`src/rtl/din_delay_pipe.sv`:
```
// din_delay_pipe: WIDTH-bit, DEPTH-stage registered delay line with
// valid/ready handshake, back-pressure, bubble collapsing, flush and a
// run-time bypass that turns the block into a plain wire while it is empty.
module din_delay_pipe #(
    parameter int WIDTH = 1,
    parameter int DEPTH = 4
) (
    input  logic                       clk,
    input  logic                       areset,
    input  logic                       in_valid,
    output logic                       in_ready,
    input  logic [WIDTH-1:0]           din,
    output logic                       out_valid,
    input  logic                       out_ready,
    output logic [WIDTH-1:0]           dout,
    input  logic                       flush,
    input  logic                       bypass,
    output logic [$clog2(DEPTH+1)-1:0] occupancy
);

    localparam int OCC_W = $clog2(DEPTH+1);

    // Stage state: valid bits, data words and the running word count.
    logic [DEPTH-1:0]             vld_q;
    logic [DEPTH-1:0]             vld_d;
    logic [DEPTH-1:0][WIDTH-1:0]  data_q;
    logic [DEPTH-1:0][WIDTH-1:0]  data_d;
    logic [OCC_W-1:0]             occ_q;
    logic [OCC_W-1:0]             occ_d;

    // move_s[k]: stage k hands its content downstream (or is empty) this cycle.
    logic [DEPTH-1:0]             move_s;
    logic                         occ_zero_s;
    logic                         push_s;
    logic                         pop_s;

    // Advance chain: the last stage moves when the consumer takes it or it is
    // empty; every earlier stage moves when the one below is empty or moving.
    always_comb begin
        move_s            = {DEPTH{1'b0}};
        move_s[DEPTH-1]   = ~vld_q[DEPTH-1] | out_ready;
        for (int k = DEPTH - 2; k >= 0; k--) begin
            move_s[k] = ~vld_q[k] | move_s[k+1];
        end
    end

    // Handshake and output muxing; flush dominates, then the bypass wire path.
    always_comb begin
        occ_zero_s = (occ_q == {OCC_W{1'b0}});
        in_ready   = 1'b0;
        out_valid  = 1'b0;
        dout       = data_q[DEPTH-1];
        if (flush) begin
            in_ready  = 1'b0;
            out_valid = 1'b0;
            dout      = data_q[DEPTH-1];
        end else if (bypass) begin
            if (occ_zero_s) begin
                // Empty pipe in bypass: pure combinational wire.
                in_ready  = out_ready;
                out_valid = in_valid;
                dout      = din;
            end else begin
                // Drain what is stored before switching to the wire path.
                in_ready  = 1'b0;
                out_valid = vld_q[DEPTH-1];
                dout      = data_q[DEPTH-1];
            end
        end else begin
            in_ready  = move_s[0];
            out_valid = vld_q[DEPTH-1];
            dout      = data_q[DEPTH-1];
        end
        // Words taken by the wire path are never stored.
        push_s = in_valid & in_ready & ~bypass;
        // With the pipe empty in bypass, vld_q is all zero, so no false pop.
        pop_s  = vld_q[DEPTH-1] & out_ready & ~flush;
    end

    // Next-state for the stage chain and occupancy counter.
    always_comb begin
        vld_d  = vld_q;
        data_d = data_q;
        occ_d  = occ_q;
        if (flush) begin
            // Discard every stored word; data contents are left as they are.
            vld_d = {DEPTH{1'b0}};
            occ_d = {OCC_W{1'b0}};
        end else begin
            if (move_s[0]) begin
                vld_d[0]  = push_s;
                data_d[0] = din;
            end else begin
                vld_d[0]  = vld_q[0];
                data_d[0] = data_q[0];
            end
            for (int k = 1; k < DEPTH; k++) begin
                if (move_s[k]) begin
                    vld_d[k]  = vld_q[k-1];
                    data_d[k] = data_q[k-1];
                end else begin
                    vld_d[k]  = vld_q[k];
                    data_d[k] = data_q[k];
                end
            end
            occ_d = occ_q + OCC_W'(push_s) - OCC_W'(pop_s);
        end
    end

    // Stage and counter registers, cleared asynchronously on areset.
    always_ff @(posedge clk or posedge areset) begin
        if (areset) begin
            vld_q  <= {DEPTH{1'b0}};
            data_q <= {(DEPTH*WIDTH){1'b0}};
            occ_q  <= {OCC_W{1'b0}};
        end else begin
            vld_q  <= vld_d;
            data_q <= data_d;
            occ_q  <= occ_d;
        end
    end

    assign occupancy = occ_q;

endmodule
```
`config.mk`:
```
export PLATFORM = sky130hd
export DESIGN_NAME = din_delay_pipe
export DESIGN_NICKNAME = d
export VERILOG_FILES = /design/src/rtl/din_delay_pipe.sv
export SDC_FILE = /design/constraint.sdc
export NUM_CORES = 1
export LEC_CHECK = 0
export BUFFER_PORTS_ARGS = -buffer_cell sky130_fd_sc_hd__buf_2
export CORE_AREA = 2 2 39 41
export DETAILED_ROUTE_END_ITERATION = 8
export DIE_AREA = 0 0 41 43
export PLACE_DENSITY = 0.66
export REMOVE_ABC_BUFFERS = 1
export SLEW_MARGIN = 20
export SYNTH_ARGS = -nofsm -noshare
export SYNTH_HDL_FRONTEND = slang
export SYNTH_SLANG_ARGS = --single-unit
```
`constraint.sdc`:
```
create_clock -name clk -period 2.6 [get_ports clk]
set_input_delay 0.39 -clock clk [delete_from_list [all_inputs] [get_ports clk]]
set_output_delay 0.39 -clock clk [all_outputs]
set_load 0.03 [all_outputs]
```
==> results of run 1 <==
==> power groups by stage <==
stage / sequential [mW] / combinational, mW / clock, mW
4_1_cts: 0.194 / 0.0726 / 0.125
3_3_place_gp: 0.196 / 0.0717 / 0
3_5_place_dp: 0.197 / 0.0723 / 0
5_1_grt: 0.195 / 0.0779 / 0.130
6_report: 0.193 / 0.0717 / 0.120
2_1_floorplan: 0.199 / 0.0461 / 0
==> logic make-up after synthesis <==
kind of cell / Yosys count
compound gates: 4
xor+xnor: 1
fa+ha+maj: 3
buf+inv: 5
flops: 11
mux: 6
simple gates: 25
==> final timing paths <==
check                                startpoint                      to  slack [ns]  cells past startpoint
max                        vld_q[3]$_DFFE_PP0P_  occupancy[2]$_DFF_PP0_        0.23                     11
min                                      areset   data_q[1]$_DFFE_PP0P_        0.09                      2
max reg2reg                vld_q[3]$_DFFE_PP0P_  occupancy[2]$_DFF_PP0_        0.23                     11
min reg2reg                vld_q[1]$_DFFE_PP0P_    vld_q[2]$_DFFE_PP0P_        0.50                      2
max in group asynchronous                areset   data_q[0]$_DFFE_PP0P_        2.23                      2
min in group clk                            din   data_q[0]$_DFFE_PP0P_        0.37                      2
==> routing by layer <==
metal	share of wire (%)	vias to the layer above	track usage (%)
met5	0	-	0
met3	2.7	2	1.57
met1	48	196	17.6
li1	-	216	-
met2	46	6	20.3
met4	2.5	0	16.0
==> cell usage in the layout, fill, tap and decap left out <==
master / n
a211o_1: 1
a21oi_1: 1
a21oi_2: 1
and2_2: 1
and3b_1: 1
and4b_1: 1
buf_2: 12
buf_4: 2
clkbuf_1: 1
clkbuf_4: 3
dfrtp_1: 11
fa_1: 1
ha_1: 2
inv_1: 4
mux2_1: 1
mux2_2: 4
mux2i_1: 1
nand2_1: 1
nand2b_1: 1
nor2_1: 14
nor2_2: 1
nor2b_1: 3
nor3_1: 1
o21ai_0: 1
or4b_4: 1
xor2_1: 1
==> synth_stat cells <==
master | count | share of area [%]
a211o_1 | 1 | 1.5
a21oi_1 | 2 | 1.8
and2_2 | 1 | 1.3
and3b_1 | 1 | 1.5
and4b_1 | 1 | 1.8
clkbuf_1 | 1 | 0.66
dfrtp_1 | 11 | 48
fa_1 | 1 | 3.5
ha_1 | 2 | 4.4
inv_1 | 4 | 2.6
mux2_1 | 1 | 2.0
mux2_2 | 4 | 7.9
mux2i_1 | 1 | 1.8
nand2_1 | 1 | 0.66
nand2b_1 | 1 | 1.1
nor2_1 | 14 | 9.2
nor2_2 | 1 | 1.1
nor2b_1 | 3 | 3.3
nor3_1 | 1 | 0.88
o21ai_0 | 1 | 0.88
or4b_4 | 1 | 2.4
xor2_1 | 1 | 1.5
==> final cells by class <==
| type | instances | share of cell area (%) |
|---|---|---|
| Timing Repair Buffer | 14 | 10.8 |
| Tap cell | 16 | 2.89 |
| Inverter | 4 | 2.17 |
| Clock buffer | 4 | 3.80 |
| Sequential cell | 11 | 39.8 |
| Multi-Input combinational cell | 39 | 40.5 |
==> state kept, by name, indices dropped and copies added, names as in the netlist <==
register   count
occupancy      3
data_q         4
vld_q          4
==> critical path, delay by kind of cell, from the launching register on <==
family | cells | cell delay, ns
simple gates | 4 | 0.65
flops | 1 | 0.41
fa+ha+maj | 3 | 0.79
xor+xnor | 1 | 0.16
compound gates | 1 | 0.17
buf+inv | 2 | 0.10
==> metrics by stage <==
step	total power [mW]	util, %	cell area [um^2]
2_1_floorplan	0.245	-	567
3_3_place_gp	0.268	47.8	662
3_5_place_dp	0.269	47.8	662
4_1_cts	0.391	49.7	688
5_1_grt	0.403	50.0	692
6_report	0.385	50.0	692
==> qor.txt, run 1 <==
outcome = finished clean
post-cts resize count = 0
Global Route Usage Sum = 14.7%
Net count, final = 83
Synth Area in XOR/XNOR = 1.54%
fmax = 422 MHz
Crit path required time = 2.79 ns
setup_tns = 0 ns
Avg WL per Cell = 12.1 um
sequential cell area = 275 um^2
Post-Synth Adder-Cell Area = 7.89%
Comb pwr share = 18.6%
Hold Fails Final Rpt = 0
sw power = 0.109 mW
CTS tree = built
H-tree levels = 1
setup ws final = 0.232 ns
# hold bufs at CTS = 0
unique cell type count in the Yosys netlist = 22
CTS root buf = clkbuf_4
clk sinks = 11
IO buf count = 12
WL final = 1060 um
post-synthesis compound-gate area fraction = 4.17%
die area = 1760 um^2
Sw Share = 28.3%
Core Box Area = 1380 um^2
Setup crit start kind = flip-flop
# diodes = 0
#FFs+latches synth = 11
Initial DRC Count = 7
worst hold path class = in -> async
Tmin final = 2.37 ns
multi-input logic area = 280 um^2
Final period util = 91.1%
Seq pwr share = 50.3%
Max Root-Sink Buffers = 2
post-route insts no fill = 88
Post-Syn Area = 571 um^2
largest stage delay on the critical path = 0.41 ns
RSZ-0062 raised after global routing = false
clock slew at reported path FFs = 0.07 ns
Slew @ Worst Pin = 0.404 ns
first-pass GRT wire length = 1610 um
Fillers = 137
post-synthesis mux area share = 11.6%
Vias = 420
critical path cell sequence = and4b_1 > a21oi_2 > nand2_1 > ha_1 > inv_1 > ha_1 > inv_1 > fa_1 > xor2_1 > and2_2 > nor3_1
largest net degree at the start of global routing = 12
antenna violations before repair = 0
# DRC = 0
grt ovf = 0
Leak = 0.363 nW
post-route ant nets = 0
die height = 43 um
post-synthesis sequential area ratio = 48.2%
Peak supply drop = 228 uV
Avg Cell Area, Syn = 10.4 um^2
Via density = 4.77
WHS = 0.0885 ns
DP Cell Count = 84
simple-gate area share of the yosys netlist = 23.2%
combinational family with the most area after synthesis = simple AND/OR/NAND/NOR gates
Placement Rows = 14
Top Ports = 13
Worst setup EP type = flip-flop
max-cap violation count = 0
drt pass-1 iters = 3
TritonCTS Buffers = 3
die width = 41 um
share of power burned in the clock network = 31.1%
GP Congestion = 0.685
worst skew pair latency = 0.27 ns
area grow syn2layout = 21.3%
skew final = 0.00234 ns
yosys warns = 0
dpl hpwl = 835 um
Cells after Synth = 55
Rel. slew slack = 73.0%
crit path kind = reg -> reg
Pwr Density = 556 nW/um^2
postcts setup bufs = 0
vias in the first global route = 406
Slew Viols, Final = 0
Initial Utilization = 41.2%
pre-CTS setup slack = 0.114 ns
Worst Path Max Fanout = 5
CP max-delay cell = dfrtp_1
Int Power = 0.276 mW
layout cells sized above 1 = 34.7%
Finish-stage setup viols = 0
data arrival time of the critical path = 2.55 ns
Note: power is estimated with default switching activity, not from simulation.
==> run 2, diff against run 1 <==
--- a/config.mk
+++ b/config.mk
@@ -9,6 +9,7 @@
 export CORE_AREA = 2 2 39 41
 export DETAILED_ROUTE_END_ITERATION = 8
 export DIE_AREA = 0 0 41 43
+export GPL_ROUTABILITY_DRIVEN = 0
 export PLACE_DENSITY = 0.66
 export REMOVE_ABC_BUFFERS = 1
 export SLEW_MARGIN = 20
==> constraint.sdc (replaced) <==
create_clock -name clk -period 2.85 [get_ports clk]
set_input_delay 0.4275 -clock clk [delete_from_list [all_inputs] [get_ports clk]]
set_output_delay 0.4275 -clock clk [all_outputs]
set_load 0.03 [all_outputs]
==> run 2 against run 1 <==
Sequential share of layout area grew 1.1 points. Setup slack gained 0.059 ns. Critical path depth is the same. Utilization shrank 1.4 points. Flip-flop and latch count is the same. Worst hold slack gained 0.060 ns. Non-clock buffer count shrank 2. Sequential power shrank 9%. Via count shrank 2.4%. Register-to-register slack gained 0.06 ns. Maximum frequency shrank 7.5%. Largest cell class unchanged. Largest power group unchanged. Highest routed layer unchanged.
==> qor.txt, run 2 (same netlist as run 1, synthesis figures left out) <==
Avg WL per Cell = 11.4 um (was 12.1 um)
setup ws final = 0.290 ns (was 0.232 ns)
H-tree levels = 1 (unchanged)
Initial Utilization = 41.2% (unchanged)
# hold bufs at CTS = 0 (unchanged)
most common cell after layout, fill and taps aside = nor2_1 (unchanged)
Top Ports = 13 (unchanged)
fin area = 673 um^2 (was 692 um^2)
Int Power = 0.250 mW (was 0.276 mW)
grt ovf = 0 (unchanged)
post-cts resize count = 0 (unchanged)
Vias = 410 (was 420)
Finish-stage setup viols = 0 (unchanged)
worst hold path class = in -> async (unchanged)
WL final = 977 um (was 1060 um)
max-cap violation count = 0 (unchanged)
Global Route Usage Sum = 14.8% (was 14.7%)
commonest non-fill, non-tap cells in the layout = 14 x nor2_1, 12 x buf_2, 11 x dfrtp_1 (unchanged)
flop2flop setup slack = 0.29 ns (was 0.23 ns)
Max Root-Sink Buffers = 2 (unchanged)
skew final = 0.000763 ns (was 0.00234 ns)
# DRC = 0 (unchanged)
data arrival time of the critical path = 2.71 ns (was 2.55 ns)
sw power = 0.0937 mW (was 0.109 mW)
TritonCTS Buffers = 3 (unchanged)
IO buf count = 12 (unchanged)
drt pass-1 iters = 1 (was 3)
postcts setup bufs = 0 (unchanged)
setup_tns = 0 ns (unchanged)
Rel. slew slack = 71.2% (was 73.0%)
antenna violations before repair = 0 (unchanged)
share of power burned in the clock network = 30.3% (was 31.1%)
Initial DRC Count = 0 (was 7)
Setup crit start kind = flip-flop (unchanged)
RSZ-0062 raised after global routing = false (unchanged)
Crit path required time = 3.00 ns (was 2.79 ns)
Sw Share = 27.2% (was 28.3%)
area grow syn2layout = 18.0% (was 21.3%)
Worst Path Max Fanout = 5 (unchanged)
CTS tree = built (unchanged)
CTS root buf = clkbuf_4 (unchanged)
vias in the first global route = 367 (was 406)
Via density = 4.77 (about the same)
clk sinks = 11 (unchanged)
WHS = 0.149 ns (was 0.0885 ns)
Final period util = 89.8% (was 91.1%)
die area = 1760 um^2 (unchanged)
Post-DP Area = 647 um^2 (was 662 um^2)
Comb pwr share = 18.6% (about the same)
Placement Rows = 14 (unchanged)
post-route ant nets = 0 (unchanged)
Tmin final = 2.56 ns (was 2.37 ns)
layout cells sized above 1 = 31.4% (was 34.7%)
Seq pwr share = 51.1% (was 50.3%)
crit path kind = reg -> reg (unchanged)
pre-CTS setup slack = 0.178 ns (was 0.114 ns)
Slew @ Worst Pin = 0.432 ns (was 0.404 ns)
Hold Fails Final Rpt = 0 (unchanged)
Net count, final = 81 (was 83)
Pwr Density = 511 nW/um^2 (was 556 nW/um^2)
fmax = 391 MHz (was 422 MHz)
worst skew pair latency = 0.26 ns (was 0.27 ns)
outcome = finished clean (unchanged)
die width = 41 um (unchanged)
first-pass GRT wire length = 1630 um (was 1610 um)
largest net degree at the start of global routing = 16 (was 12)
Peak supply drop = 218 uV (was 228 uV)
Worst setup EP type = flip-flop (unchanged)
clock slew at reported path FFs = 0.07 ns (about the same)
Slew Viols, Final = 0 (unchanged)
# diodes = 0 (unchanged)
Core Box Area = 1380 um^2 (unchanged)
die height = 43 um (unchanged)
Leak = 0.353 nW (was 0.363 nW)
==> run 2: final cells by class <==
type / count / area, um^2
clock buffers: 4 / 26.3
fillers: 133 / 711
inverters: 4 / 15.0
multi-input cells: 39 / 277
flip-flops and latches: 11 / 275
well taps: 16 / 20.0
repair buffers: 12 / 60.1
==> run 2: worst max-delay path: stages, from the launching register on <==
cell	delay (ns)
dfrtp_1	0.41
and4b_1	0.27
a21oi_1	0.21
nand2_1	0.08
ha_1	0.29
inv_1	0.06
ha_1	0.13
inv_1	0.05
fa_1	0.37
xor2_1	0.16
and2_2	0.19
nor3_1	0.23
==> run 2: metal layers <==
metal  up-vias  GRT usage, %  part of all wire, %
li1        214             -                    -
met1       186          17.6                   50
met2         8          21.6                   44
met3         2          4.71                  3.8
met4         0          10.0                  1.9
met5         -             0                    0
==> run 2: metrics by stage <==
step / power [mW] / util, % / std cells
CTS: 0.350 / 48.6 / 86
floorplan: 0.223 / - / 54
global placement: 0.243 / 46.7 / 82
detailed placement: 0.244 / 46.7 / 82
finish: 0.344 / 48.6 / 86
global route: 0.368 / 48.6 / 86
==> run 2: path summary, 6_finish.rpt <==
kind | start | end | cells past startpoint
max | vld_q[3]$_DFFE_PP0P_ | occupancy[2]$_DFF_PP0_ | 11
min | areset | occupancy[1]$_DFF_PP0_ | 2
max reg2reg | vld_q[3]$_DFFE_PP0P_ | occupancy[2]$_DFF_PP0_ | 11
min reg2reg | vld_q[1]$_DFFE_PP0P_ | vld_q[2]$_DFFE_PP0P_ | 2
max in group asynchronous | areset | occupancy[2]$_DFF_PP0_ | 2
min in group clk | din | data_q[0]$_DFFE_PP0P_ | 2
==> run 2: power by group through the flow <==
| stage | sequential (mW) | clock [mW] | combinational [mW] |
|---|---|---|---|
| 2_1_floorplan | 0.181 | 0 | 0.0420 |
| 3_3_place_gp | 0.178 | 0 | 0.0642 |
| 3_5_place_dp | 0.179 | 0 | 0.0647 |
| 4_1_cts | 0.176 | 0.109 | 0.0651 |
| 5_1_grt | 0.179 | 0.118 | 0.0711 |
| 6_report | 0.176 | 0.104 | 0.0640 |
